--- src/rtl/mips_pkg.sv ---
// -----------------------------------------------------------------------------
// mips_pkg
// Shared encodings for the multi-cycle MIPS core: opcode/funct constants,
// controller state codes, datapath mux selects and ALU operations. The
// datapath decodes the same values, so they must change together.
// Also provides the instruction-class type produced by mips_mc_decode and a
// helper that maps a class onto its ALU control bundle.
// -----------------------------------------------------------------------------
package mips_pkg;

  // Primary opcodes (instr[31:26])
  localparam logic [5:0] OP_RTYPE = 6'h00;
  localparam logic [5:0] OP_J     = 6'h02;
  localparam logic [5:0] OP_JAL   = 6'h03;
  localparam logic [5:0] OP_BEQ   = 6'h04;
  localparam logic [5:0] OP_ORI   = 6'h0D;
  localparam logic [5:0] OP_LUI   = 6'h0F;
  localparam logic [5:0] OP_LW    = 6'h23;
  localparam logic [5:0] OP_SW    = 6'h2B;

  // R-type function codes (instr[5:0])
  localparam logic [5:0] FN_JR    = 6'h08;
  localparam logic [5:0] FN_MFHI  = 6'h10;
  localparam logic [5:0] FN_MFLO  = 6'h12;
  localparam logic [5:0] FN_MULT  = 6'h18;
  localparam logic [5:0] FN_DIV   = 6'h1A;
  localparam logic [5:0] FN_ADDU  = 6'h21;
  localparam logic [5:0] FN_SUBU  = 6'h23;

  // Controller states (exported on the debug port)
  localparam logic [2:0] S_FETCH  = 3'd0;
  localparam logic [2:0] S_DECODE = 3'd1;
  localparam logic [2:0] S_EXEC   = 3'd2;
  localparam logic [2:0] S_MEM    = 3'd3;
  localparam logic [2:0] S_WB     = 3'd4;
  localparam logic [2:0] S_MD     = 3'd5;
  localparam logic [2:0] S_HALT   = 3'd6;

  // Next-PC select
  localparam logic [1:0] NPC_PC4  = 2'd0;
  localparam logic [1:0] NPC_BR   = 2'd1;
  localparam logic [1:0] NPC_JIDX = 2'd2;
  localparam logic [1:0] NPC_JR   = 2'd3;

  // GRF destination select
  localparam logic [1:0] DST_RT   = 2'd0;
  localparam logic [1:0] DST_RD   = 2'd1;
  localparam logic [1:0] DST_RA   = 2'd2;

  // GRF write-data select
  localparam logic [1:0] WD_ALU   = 2'd0;
  localparam logic [1:0] WD_DM    = 2'd1;
  localparam logic [1:0] WD_PC4   = 2'd2;
  localparam logic [1:0] WD_HILO  = 2'd3;

  // ALU operations
  localparam logic [3:0] ALU_ADD  = 4'd0;
  localparam logic [3:0] ALU_SUB  = 4'd1;
  localparam logic [3:0] ALU_OR   = 4'd2;
  localparam logic [3:0] ALU_LUI  = 4'd3;

  typedef enum logic [3:0] {
    C_ADDU, C_SUBU, C_ORI, C_LUI, C_LW, C_SW, C_BEQ,
    C_J, C_JAL, C_JR, C_MULT, C_DIV, C_MFHI, C_MFLO, C_ILLEGAL
  } instr_class_e;

  typedef struct packed {
    logic [3:0] alu_op;
    logic       alu_src;   // 0 RD2, 1 extended immediate
    logic       ext_op;    // 0 zero-extend, 1 sign-extend
  } alu_ctrl_t;

  // ALU setup for a class; held unchanged from EXEC through WB so the ALU
  // result stays valid while it is written back.
  function automatic alu_ctrl_t alu_ctrl(input instr_class_e cls);
    alu_ctrl_t a;
    a = '0;
    case (cls)
      C_ADDU:     a = '{alu_op: ALU_ADD, alu_src: 1'b0, ext_op: 1'b0};
      C_SUBU:     a = '{alu_op: ALU_SUB, alu_src: 1'b0, ext_op: 1'b0};
      C_ORI:      a = '{alu_op: ALU_OR,  alu_src: 1'b1, ext_op: 1'b0};
      C_LUI:      a = '{alu_op: ALU_LUI, alu_src: 1'b1, ext_op: 1'b0};
      C_LW, C_SW: a = '{alu_op: ALU_ADD, alu_src: 1'b1, ext_op: 1'b1};
      C_BEQ:      a = '{alu_op: ALU_SUB, alu_src: 1'b0, ext_op: 1'b1};
      default:    a = '0;
    endcase
    return a;
  endfunction

endpackage

--- src/rtl/mips_mc_decode.sv ---
// -----------------------------------------------------------------------------
// mips_mc_decode
// Combinational instruction classifier for the multi-cycle controller.
//   i_instr   [31:0]  IR contents
//   o_class           instruction class (C_ILLEGAL when unsupported)
//   o_illegal         unsupported opcode or R-type funct
// Only opcode and funct select the class; register and immediate fields are
// consumed by the datapath, not here.
// -----------------------------------------------------------------------------
module mips_mc_decode
  import mips_pkg::*;
(
  input  logic [31:0]  i_instr,
  output instr_class_e o_class,
  output logic         o_illegal
);

  logic [5:0] w_op;
  logic [5:0] w_fn;
  logic       w_unused_fields;

  assign w_op = i_instr[31:26];
  assign w_fn = i_instr[5:0];
  assign w_unused_fields = ^i_instr[25:6];

  // NOTE: every output gets a default before the case so no path leaves it
  // unassigned; otherwise synthesis infers a latch.
  always_comb begin
    o_class = C_ILLEGAL;
    case (w_op)
      OP_RTYPE: begin
        case (w_fn)
          FN_ADDU: o_class = C_ADDU;
          FN_SUBU: o_class = C_SUBU;
          FN_JR:   o_class = C_JR;
          FN_MULT: o_class = C_MULT;
          FN_DIV:  o_class = C_DIV;
          FN_MFHI: o_class = C_MFHI;
          FN_MFLO: o_class = C_MFLO;
          default: o_class = C_ILLEGAL;
        endcase
      end
      OP_J:    o_class = C_J;
      OP_JAL:  o_class = C_JAL;
      OP_BEQ:  o_class = C_BEQ;
      OP_ORI:  o_class = C_ORI;
      OP_LUI:  o_class = C_LUI;
      OP_LW:   o_class = C_LW;
      OP_SW:   o_class = C_SW;
      default: o_class = C_ILLEGAL;
    endcase
  end

  assign o_illegal = (o_class == C_ILLEGAL);

endmodule

--- src/rtl/mips_mc_ctrl.sv ---
// -----------------------------------------------------------------------------
// mips_mc_ctrl
// Multi-cycle control FSM: FETCH -> DECODE -> EXEC -> MEM -> WB, plus an
// MD state for mult/div and a terminal HALT state.
// Inputs : i_clk, i_reset (sync, active-high), i_instr (IR), i_zero,
//          i_imem_rdy, i_dmem_rdy
// Outputs: memory requests (o_imem_req, o_dmem_req, o_dmem_we), register
//          enables (o_ir_we, o_pc_we, o_reg_we), mux selects (o_npc_sel,
//          o_reg_dst, o_wd_sel, o_hilo_sel), ALU controls (o_alu_op,
//          o_alu_src, o_ext_op), MD unit (o_md_start, o_md_op), sticky
//          o_fault and debug o_state.
// All control outputs are combinational from state, IR and the ready/zero
// inputs; only state, the MD countdown, the memory wait counter and fault
// are registered.
// -----------------------------------------------------------------------------
module mips_mc_ctrl
  import mips_pkg::*;
#(
  parameter int MUL_CYCLES  = 5,
  parameter int DIV_CYCLES  = 10,
  parameter int MEM_TIMEOUT = 16
)(
  input  logic        i_clk,
  input  logic        i_reset,
  input  logic [31:0] i_instr,
  input  logic        i_zero,
  input  logic        i_imem_rdy,
  input  logic        i_dmem_rdy,
  output logic        o_imem_req,
  output logic        o_dmem_req,
  output logic        o_dmem_we,
  output logic        o_ir_we,
  output logic        o_pc_we,
  output logic [1:0]  o_npc_sel,
  output logic        o_reg_we,
  output logic [1:0]  o_reg_dst,
  output logic [1:0]  o_wd_sel,
  output logic        o_hilo_sel,
  output logic [3:0]  o_alu_op,
  output logic        o_alu_src,
  output logic        o_ext_op,
  output logic        o_md_start,
  output logic        o_md_op,
  output logic        o_fault,
  output logic [2:0]  o_state
);

  localparam int WAIT_W = (MEM_TIMEOUT > 1) ? $clog2(MEM_TIMEOUT) : 1;
  // Wait count seen in the cycle that would be the MEM_TIMEOUT-th without rdy
  localparam logic [WAIT_W-1:0] WAIT_LAST =
    (MEM_TIMEOUT > 0) ? WAIT_W'(MEM_TIMEOUT - 1) : '0;
  // Countdown starts at N-1 so that the MD state lasts exactly N cycles
  localparam logic [5:0] MUL_LOAD = 6'(MUL_CYCLES - 1);
  localparam logic [5:0] DIV_LOAD = 6'(DIV_CYCLES - 1);

  logic [2:0]        r_state;
  logic [5:0]        r_md_cnt;
  logic [WAIT_W-1:0] r_wait;
  logic              r_fault;

  logic [2:0]        w_next;
  logic              w_fault_set;
  logic              w_waiting;
  logic              w_timeout;
  instr_class_e      w_class;
  logic              w_illegal;
  alu_ctrl_t         w_alu;

  mips_mc_decode u_decode (
    .i_instr   (i_instr),
    .o_class   (w_class),
    .o_illegal (w_illegal)
  );

  assign w_alu = alu_ctrl(w_class);

  // A cycle counts as waiting only in the state that owns the handshake
  assign w_waiting = ((r_state == S_FETCH) && !i_imem_rdy) ||
                     ((r_state == S_MEM)   && !i_dmem_rdy);
  // Checked only on the no-rdy branches, so a same-cycle rdy always wins
  assign w_timeout = (MEM_TIMEOUT > 0) && w_waiting && (r_wait == WAIT_LAST);

  always_comb begin
    w_next      = r_state;
    w_fault_set = 1'b0;
    o_imem_req  = 1'b0;
    o_dmem_req  = 1'b0;
    o_dmem_we   = 1'b0;
    o_ir_we     = 1'b0;
    o_pc_we     = 1'b0;
    o_npc_sel   = NPC_PC4;
    o_reg_we    = 1'b0;
    o_reg_dst   = DST_RT;
    o_wd_sel    = WD_ALU;
    o_hilo_sel  = 1'b0;
    o_alu_op    = ALU_ADD;
    o_alu_src   = 1'b0;
    o_ext_op    = 1'b0;
    o_md_start  = 1'b0;
    o_md_op     = 1'b0;

    case (r_state)
      S_FETCH: begin
        o_imem_req = 1'b1;
        if (i_imem_rdy) begin
          o_ir_we   = 1'b1;
          o_pc_we   = 1'b1;
          o_npc_sel = NPC_PC4;
          w_next    = S_DECODE;
        end else if (w_timeout) begin
          w_fault_set = 1'b1;
          w_next      = S_HALT;
        end
      end

      S_DECODE: begin
        if (w_illegal) begin
          w_fault_set = 1'b1;
          w_next      = S_HALT;
        end else begin
          case (w_class)
            C_J: begin
              o_pc_we   = 1'b1;
              o_npc_sel = NPC_JIDX;
              w_next    = S_FETCH;
            end
            C_JAL: begin
              // PC already holds PC+4 from FETCH, so the link value is ready
              o_pc_we   = 1'b1;
              o_npc_sel = NPC_JIDX;
              o_reg_we  = 1'b1;
              o_reg_dst = DST_RA;
              o_wd_sel  = WD_PC4;
              w_next    = S_FETCH;
            end
            C_JR: begin
              o_pc_we   = 1'b1;
              o_npc_sel = NPC_JR;
              w_next    = S_FETCH;
            end
            C_MULT, C_DIV: begin
              o_md_start = 1'b1;
              o_md_op    = (w_class == C_DIV);
              w_next     = S_MD;
            end
            default: w_next = S_EXEC;
          endcase
        end
      end

      S_EXEC: begin
        {o_alu_op, o_alu_src, o_ext_op} = w_alu;
        case (w_class)
          C_BEQ: begin
            o_pc_we   = i_zero;
            o_npc_sel = NPC_BR;
            w_next    = S_FETCH;
          end
          C_LW, C_SW: w_next = S_MEM;
          default:    w_next = S_WB;
        endcase
      end

      S_MEM: begin
        {o_alu_op, o_alu_src, o_ext_op} = w_alu;
        o_dmem_req = 1'b1;
        o_dmem_we  = (w_class == C_SW);
        if (i_dmem_rdy) begin
          w_next = (w_class == C_SW) ? S_FETCH : S_WB;
        end else if (w_timeout) begin
          w_fault_set = 1'b1;
          w_next      = S_HALT;
        end
      end

      S_WB: begin
        {o_alu_op, o_alu_src, o_ext_op} = w_alu;
        o_reg_we = 1'b1;
        w_next   = S_FETCH;
        case (w_class)
          C_LW: begin
            o_reg_dst = DST_RT;
            o_wd_sel  = WD_DM;
          end
          C_ORI, C_LUI: begin
            o_reg_dst = DST_RT;
            o_wd_sel  = WD_ALU;
          end
          C_MFHI, C_MFLO: begin
            o_reg_dst  = DST_RD;
            o_wd_sel   = WD_HILO;
            o_hilo_sel = (w_class == C_MFHI);
          end
          default: begin
            o_reg_dst = DST_RD;
            o_wd_sel  = WD_ALU;
          end
        endcase
      end

      S_MD: begin
        o_md_op = (w_class == C_DIV);
        if (r_md_cnt == 6'd0) w_next = S_FETCH;
      end

      S_HALT: w_next = S_HALT;

      default: w_next = S_FETCH;
    endcase

    // Reset cycle: nothing may write architectural state, whatever the FSM
    // happens to be doing.
    if (i_reset) begin
      o_imem_req = 1'b0;
      o_dmem_req = 1'b0;
      o_dmem_we  = 1'b0;
      o_ir_we    = 1'b0;
      o_pc_we    = 1'b0;
      o_reg_we   = 1'b0;
      o_md_start = 1'b0;
      o_npc_sel  = NPC_PC4;
      o_reg_dst  = DST_RT;
      o_wd_sel   = WD_ALU;
      o_hilo_sel = 1'b0;
      o_alu_op   = ALU_ADD;
      o_alu_src  = 1'b0;
      o_ext_op   = 1'b0;
      o_md_op    = 1'b0;
    end
  end

  // NOTE: state registers use non-blocking assignments so every register
  // samples the pre-edge values; blocking here would create order races.
  always_ff @(posedge i_clk) begin
    if (i_reset) begin
      r_state  <= S_FETCH;
      r_md_cnt <= 6'd0;
      r_wait   <= '0;
      r_fault  <= 1'b0;
    end else begin
      r_state <= w_next;
      if (w_fault_set) r_fault <= 1'b1;

      // Consecutive no-rdy cycles; cleared on rdy or on any state change
      if (w_waiting && (w_next == r_state)) r_wait <= r_wait + WAIT_W'(1);
      else                                  r_wait <= '0;

      if ((r_state == S_DECODE) && (w_next == S_MD))
        r_md_cnt <= (w_class == C_DIV) ? DIV_LOAD : MUL_LOAD;
      else if ((r_state == S_MD) && (r_md_cnt != 6'd0))
        r_md_cnt <= r_md_cnt - 6'd1;
    end
  end

  assign o_fault = r_fault;
  assign o_state = r_state;

endmodule

--- config.mk ---
export PLATFORM = sky130hd
export DESIGN_NAME = mips_mc_ctrl
export DESIGN_NICKNAME = d
export VERILOG_FILES = /design/src/rtl/mips_pkg.sv /design/src/rtl/mips_mc_decode.sv /design/src/rtl/mips_mc_ctrl.sv
export SDC_FILE = /design/constraint.sdc
export NUM_CORES = 1
export LEC_CHECK = 0
export CAP_MARGIN = 40
export CORE_MARGIN = 5
export CORE_UTILIZATION = 40
export CTS_BUF_LIST = sky130_fd_sc_hd__clkbuf_2 sky130_fd_sc_hd__clkbuf_4 sky130_fd_sc_hd__clkbuf_8
export DETAILED_ROUTE_END_ITERATION = 10
export PLACE_DENSITY_LB_ADDON = 0.25
export SYNTH_ARGS = -nofsm -noshare
export SYNTH_HDL_FRONTEND = slang
export SYNTH_SLANG_ARGS = --single-unit
--- constraint.sdc ---
create_clock -name i_clk -period 4.3 [get_ports i_clk]
set_input_delay 0.43 -clock i_clk [delete_from_list [all_inputs] [get_ports i_clk]]
set_output_delay 0.43 -clock i_clk [all_outputs]
set_load 0.005 [all_outputs]
Yosys cells after proc, flatten, opt, wreduce, memory -nomap -nowiden

Index checks and enable logic that the tools add are counted.

Multiplexer cells: 68
Bitwise gates (word level): 1
$add $sub $neg: 2
Equality and inequality tests: 37
Reductions and logical operators: 22

Operators by type and width:

| cell                                                                  | count |
|---|---|
| 1-bit two-way mux                                                     | 36 |
| 4-bit equality test, second input constant                            | 8 |
| 4-bit case mux with 8 select lines                                    | 1 |
| 4-bit case mux with 7 select lines                                    | 1 |
| 6-bit by 5-bit equality test with 1-bit output, second input constant | 4 |
| 6-bit equality test, second input constant                            | 4 |
| 2-bit case mux with 2 select lines                                    | 5 |
| 4-bit case mux with 5 select lines                                    | 1 |
| 6-bit by 4-bit equality test with 1-bit output, second input constant | 3 |
| 3-bit two-way mux                                                     | 6 |
| 3-bit case mux with 6 select lines                                    | 1 |
| 4-bit by 3-bit equality test with 1-bit output, second input constant | 4 |
| 3-bit equality test, second input constant                            | 4 |
| 6-bit by 2-bit equality test with 1-bit output, second input constant | 2 |
| 6-bit zero test                                                       | 2 |
| 2-bit two-way mux                                                     | 6 |
| 4-bit two-way mux                                                     | 3 |
| 6-bit two-way mux                                                     | 2 |
| 3-bit case mux with 2 select lines                                    | 2 |
| 2-bit OR reduction                                                    | 5 |
| 3-bit OR reduction                                                    | 3 |
| 4-bit by 2-bit equality test with 1-bit output, second input constant | 2 |
| 3-bit by 2-bit equality test with 1-bit output, second input constant | 2 |
| 6-bit by 3-bit equality test with 1-bit output, second input constant | 1 |
| other kinds (14)                                                      | 22 |

Input port bits: 37
Register bits after elaboration: 14

Logic depth before layout (Yosys ltp)

Word-level depth: 12
Mapped depth: 8
Depth with buffers taken out: 8

Hierarchy

From an unflattened synthesis, not the netlist that was laid out.

Cells, all modules: 220
Area total of the unflattened synthesis: 1580.3 um^2

By module, submodules not included:

| module         | instances | cells each | area an instance (um^2) | seq. area each (um^2) |
|---|---|---|---|---|
| mips_mc_ctrl   | 1         | 166        | 1247.4                  | 280.3 |
| mips_mc_decode | 1         | 54         | 332.8                   | 0.0 |

Least setup slack after synthesis

No wires, ideal clock.

Path type: input port to flip-flop
Start point: input port i_instr[0]
End point: register r_md_cnt[2]
Slack: 1.640 ns
Arrival: 2.526 ns
Buffers on the path: 0
Stages on the path: 7
Library setup time: 0.133 ns
Cells stage by stage: or4b_4 o41ai_2 nand2_2 a2111oi_4 mux2_4 a21oi_1 a311oi_1

Longest elaborated chain between the ends: 11

RTL lines:

| what                                                                             | RTL line             | text |
|---|---|---|
| start: declaration                                                               | mips_mc_ctrl.sv:25   | `input logic [31:0] i_instr,` |
| 6-bit by 5-bit equality test with 1-bit output (tied with other cells)           | mips_mc_decode.sv:32 | `case (w_fn)` |
| 4-bit case mux with 7 select lines (*)                                           | mips_mc_decode.sv:32 |  |
| 4-bit case mux with 8 select lines (*)                                           | mips_mc_decode.sv:30 | `case (w_op)` |
| 4-bit equality test (tied with other cells)                                      | mips_mc_ctrl.sv:121  | `case (w_class)` |
| 3-bit OR reduction (no source line) / 2-bit OR reduction (equally long branches) | --                   |  |
| 3-bit case mux with 2 select lines                                               | mips_mc_ctrl.sv:121  |  |
| 3-bit two-way mux                                                                | mips_mc_ctrl.sv:117  | `if (w_illegal) begin` |
| 3-bit case mux with 6 select lines                                               | mips_mc_ctrl.sv:102  | `case (r_state)` |
| 3-bit equality test                                                              | mips_mc_ctrl.sv:248  | `if ((r_state == S_DECODE) && (w_next == S_MD))` |
| 1-bit logical AND                                                                | mips_mc_ctrl.sv:248  |  |
| 6-bit two-way mux / 2-bit nonzero test (equally long branches)                   | --                   |  |
| end signal: assignment                                                           | mips_mc_ctrl.sv:249  | `r_md_cnt <= (w_class == C_DIV) ? DIV_LOAD : MUL_LOAD;` |
| end signal: assignment                                                           | mips_mc_ctrl.sv:251  | `r_md_cnt <= r_md_cnt - 6'd1;` |
| end: declaration                                                                 | mips_mc_ctrl.sv:57   | `logic [5:0] r_md_cnt;` |

Every way passes the cells marked *; elsewhere a longest branch is shown, timed or not.
A chain may end at the register's enable or synchronous reset.

Worst setup path in the final report

Start point: input port i_instr[28]
End point: output port o_npc_sel[0]

Longest elaborated chain between the ends: 8

RTL lines:

| what                                                                                         | RTL line             | text |
|---|---|---|
| 6-bit equality test (tied with other cells)                                                  | mips_mc_decode.sv:30 |  |
| 4-bit case mux with 8 select lines (*)                                                       | mips_mc_decode.sv:30 |  |
| 4-bit equality test / 4-bit by 3-bit equality test with 1-bit output (equally long branches) | mips_mc_ctrl.sv:121  |  |
| 2-bit OR reduction (no source line)                                                          | --                   |  |
| 2-bit case mux with 2 select lines                                                           | mips_mc_ctrl.sv:121  |  |
| 2-bit two-way mux                                                                            | mips_mc_ctrl.sv:117  |  |
| 2-bit case mux with 2 select lines (*)                                                       | mips_mc_ctrl.sv:102  |  |
| 2-bit two-way mux (*)                                                                        | mips_mc_ctrl.sv:213  | `if (i_reset) begin` |
| end: declaration                                                                             | mips_mc_ctrl.sv:34   | `output logic [1:0] o_npc_sel,` |

Marked as above.

==> flow_metrics.env <==
export IMPL_cts_resized=0
export IMPL_busiest_layer="met1"
export IMPL_path_class="input port to output pin"
export IMPL_rrSetupSlack_ps=1920
export IMPL_reg2reg_from="o_state[0]"
export IMPL_finalHoldViolCount=0
export IMPL_r2r_end="r_wait[3]"
export IMPL_hold_buffers=0
export IMPL_status="finished, final reports clean"
export IMPL_min_from="r_wait[0]"
export IMPL_crit_top_cell="clkdlybuf4s50_1"
export IMPL_grt_overflow=0
export IMPL_cp_max_fo=4
export IMPL_worst_ep_arrival_time_ps=3270
export IMPL_h_tree_depth=1
export IMPL_cts_sinks=14
export IMPL_async_reset_ff_frac=0
export IMPL_setup_tns_ps=0
export IMPL_cp_end_kind="output pin"
export IMPL_start_util=0.415
export IMPL_grt_pass1_wl_um=6490
export IMPL_wl_um=3900
export IMPL_synth_most_common_cell="nor2_1"
export IMPL_skew_ps=8.83
export IMPL_dr_pass1_iters=4
export IMPL_synth_area_leader_cell="dfxtp_1"
export IMPL_slew_viol_final=0
export IMPL_synth_cells=212
export IMPL_syn2layout_area_growth_pct=27.5
export IMPL_final_core_util=0.529
export IMPL_fmax_ghz=0.271
export IMPL_setup_viol=0
export IMPL_num_vias=1619
export IMPL_grtUsageMet1=0.227
export IMPL_core_area_sq_um=3690
export IMPL_power_density_nw_per_um2=188
export IMPL_cts_inserted_buffers=3
export IMPL_nets=288
export IMPL_post_cts_buffers=0
export IMPL_fin_crit_sh=0.859
export IMPL_dpl_hpwl_um=2970
export IMPL_worstMarginPinSlew_ps=689
export IMPL_critPathLaunchType="input port"
export IMPL_dieWidth_um=71.9
export IMPL_worstHoldEndpoint="r_wait[0]"
export IMPL_synth_area_per_cell_sq_um=7.22
export IMPL_synth_area_leaders="dfxtp_1, nor2_1, nor3_1, clkbuf_8, nand2_1"
export IMPL_clockBufferDepth=2
export IMPL_r2r_cells=5
export IMPL_grt_usage=0.149
export IMPL_holdPathStages=1
export IMPL_rows=22
export IMPL_post_route_min_period_ps=3700
export IMPL_cts_root_buf="clkbuf_8"
export IMPL_cpMaxStageDelayCell="or4_1"
export IMPL_cp_slowest_stage_delay_ps=570
export IMPL_drt_iter0_drc=139
export IMPL_ys_seq_elements=14
export IMPL_holdWs_ps=459
export IMPL_rsz0062_at_grt="no"
export IMPL_maxCapViolCount=0
export IMPL_drive_gt1_frac=0.0891
export IMPL_synth_top_area_frac=0.183
export IMPL_clock_latency_ps=250
export IMPL_ant_nets=0
export IMPL_synth_distinct_cells=57
export IMPL_fp_dieH_um=71.9
export IMPL_yosysSeqAreaShare=0.183
export IMPL_via_per_inst=5.49
export IMPL_met3_usage=0.0323
export IMPL_grt_max_degree=21
export IMPL_antenna_found_initial=0
export IMPL_synth_flop_cell="dfxtp_1"
export IMPL_grt_pass1_vias=1429
export IMPL_cts_tree="built"
export IMPL_antenna_cells=0
export IMPL_syn_area_sq_um=1530
export IMPL_port_buffers=39
export IMPL_gp_congestion=0.879
export IMPL_die_area_sq_um=5160
export IMPL_yosys_warnings=0
export IMPL_max_slew_margin_rel=0.540
export IMPL_crit_required_ps=3870
export IMPL_drc=0
export IMPL_p_leak_nw=0.703
export IMPL_synth_common_cells="nor2_1, nor3_1, nand2_1"
export IMPL_ios=62
export IMPL_worstPathCellList="clkdlybuf4s50_1, or4_1, or3_1, a221oi_1, or2_2, nand3_1, o22ai_1, clkdlybuf4s50_1"
export IMPL_wl_per_cell_um=13.2
export IMPL_path_clk_slew_ps=50
export IMPL_synth_edf_count=0
export IMPL_ir_drop_uv=122
export IMPL_min_path_type="flip-flop to flip-flop"
export IMPL_use_met2=0.218
## placed cells by master (no fill, tap or decap), types with 2 or more instances in the layout
cell and count:
a211o_1 3, ha_1 2, a31oi_1 3, or3_1 5, and2_1 4, a32oi_1 2
o311ai_0 2, xor2_1 3, inv_1 7, nor3_1 17, a211oi_1 3, nand3b_1 4
nand4_1 4, nand2b_1 5, nor3b_1 3, clkbuf_8 3, nor2b_1 5, clkdlybuf4s50_1 39
conb_1 2, xnor2_1 4, nor4_1 3, nor2_1 28, nand2_1 15, o22ai_1 3
buf_4 6, nand3_1 5, dfxtp_1 14, and3_1 4, a21oi_1 11, o21ai_0 8
or2_2 4
## final cells by class
type,count,area (sq um)
Tap cell,48,60.1
Multi-Input combinational cell,178,1110
Fill cell,392,1740
Sequential cell,14,280
Clock buffer,3,41.3
Inverter,7,26.3
Timing Repair Buffer,45,435
## kinds of logic after synthesis
| family | Yosys count | share of synthesized area |
|---|---|---|
| other | 1 | 0.00245 |
| flip-flops | 14 | 0.183 |
| XOR/XNOR | 7 | 0.0401 |
| buffers and inverters | 21 | 0.0957 |
| multiplexers | 2 | 0.0164 |
| adder cells (fa/ha/maj) | 2 | 0.0164 |
| AO/OA/AOI/OAI | 48 | 0.228 |
| AND/OR/NAND/NOR | 117 | 0.418 |
## flip-flops by register name, indices dropped and copies added (netlist names)
register / count
o_fault: 1
o_state: 3
r_wait: 4
r_md_cnt: 6
## stage by stage
stage / worst slack [ps] / std cells / power [W] / cell area, sq um
floorplan: 1640 / 213 / 0.000220 / 1530
global placement: 642 / 292 / 0.000261 / 1910
detailed placement: 606 / 292 / 0.000262 / 1910
CTS: 600 / 295 / 0.000370 / 1950
global route: 493 / 295 / 0.000390 / 1950
finish: 605 / 295 / 0.000366 / 1950
## worst max-delay path, delay by kind of cell
kind / cells / cell delay [ps]
and+or+nand+nor: 4 / 1300
buffers and inverters: 2 / 950
AOI/OAI and AO/OA: 2 / 590
## how the worst max path moves through the flow
stage / start / end / slack (ps)
6_report: i_instr[28] / o_npc_sel[0] / 600
3_5_place_dp: i_instr[28] / o_alu_src / 610
5_1_grt: i_instr[4] / o_pc_we / 490
4_1_cts: i_instr[28] / o_alu_src / 600
3_3_place_gp: i_instr[28] / o_alu_src / 640
2_1_floorplan: i_instr[0] / r_md_cnt[2] / 1640
## routing by layer
metal / share of wire / vias to the layer above
met5: 0 / -
met4: 0 / 0
met3: 0.068 / 0
met2: 0.41 / 50
met1: 0.52 / 723
li1: - / 846
## report_power, final
group | switching, W | internal (W) | total, W
clock network | 0.0000441 | 0.0000618 | 0.000106
registers | 0.0000136 | 0.000135 | 0.000148
logic | 0.0000536 | 0.0000579 | 0.000111
total | 0.000111 | 0.000254 | 0.000366
Power figures use the tool's default switching activity.
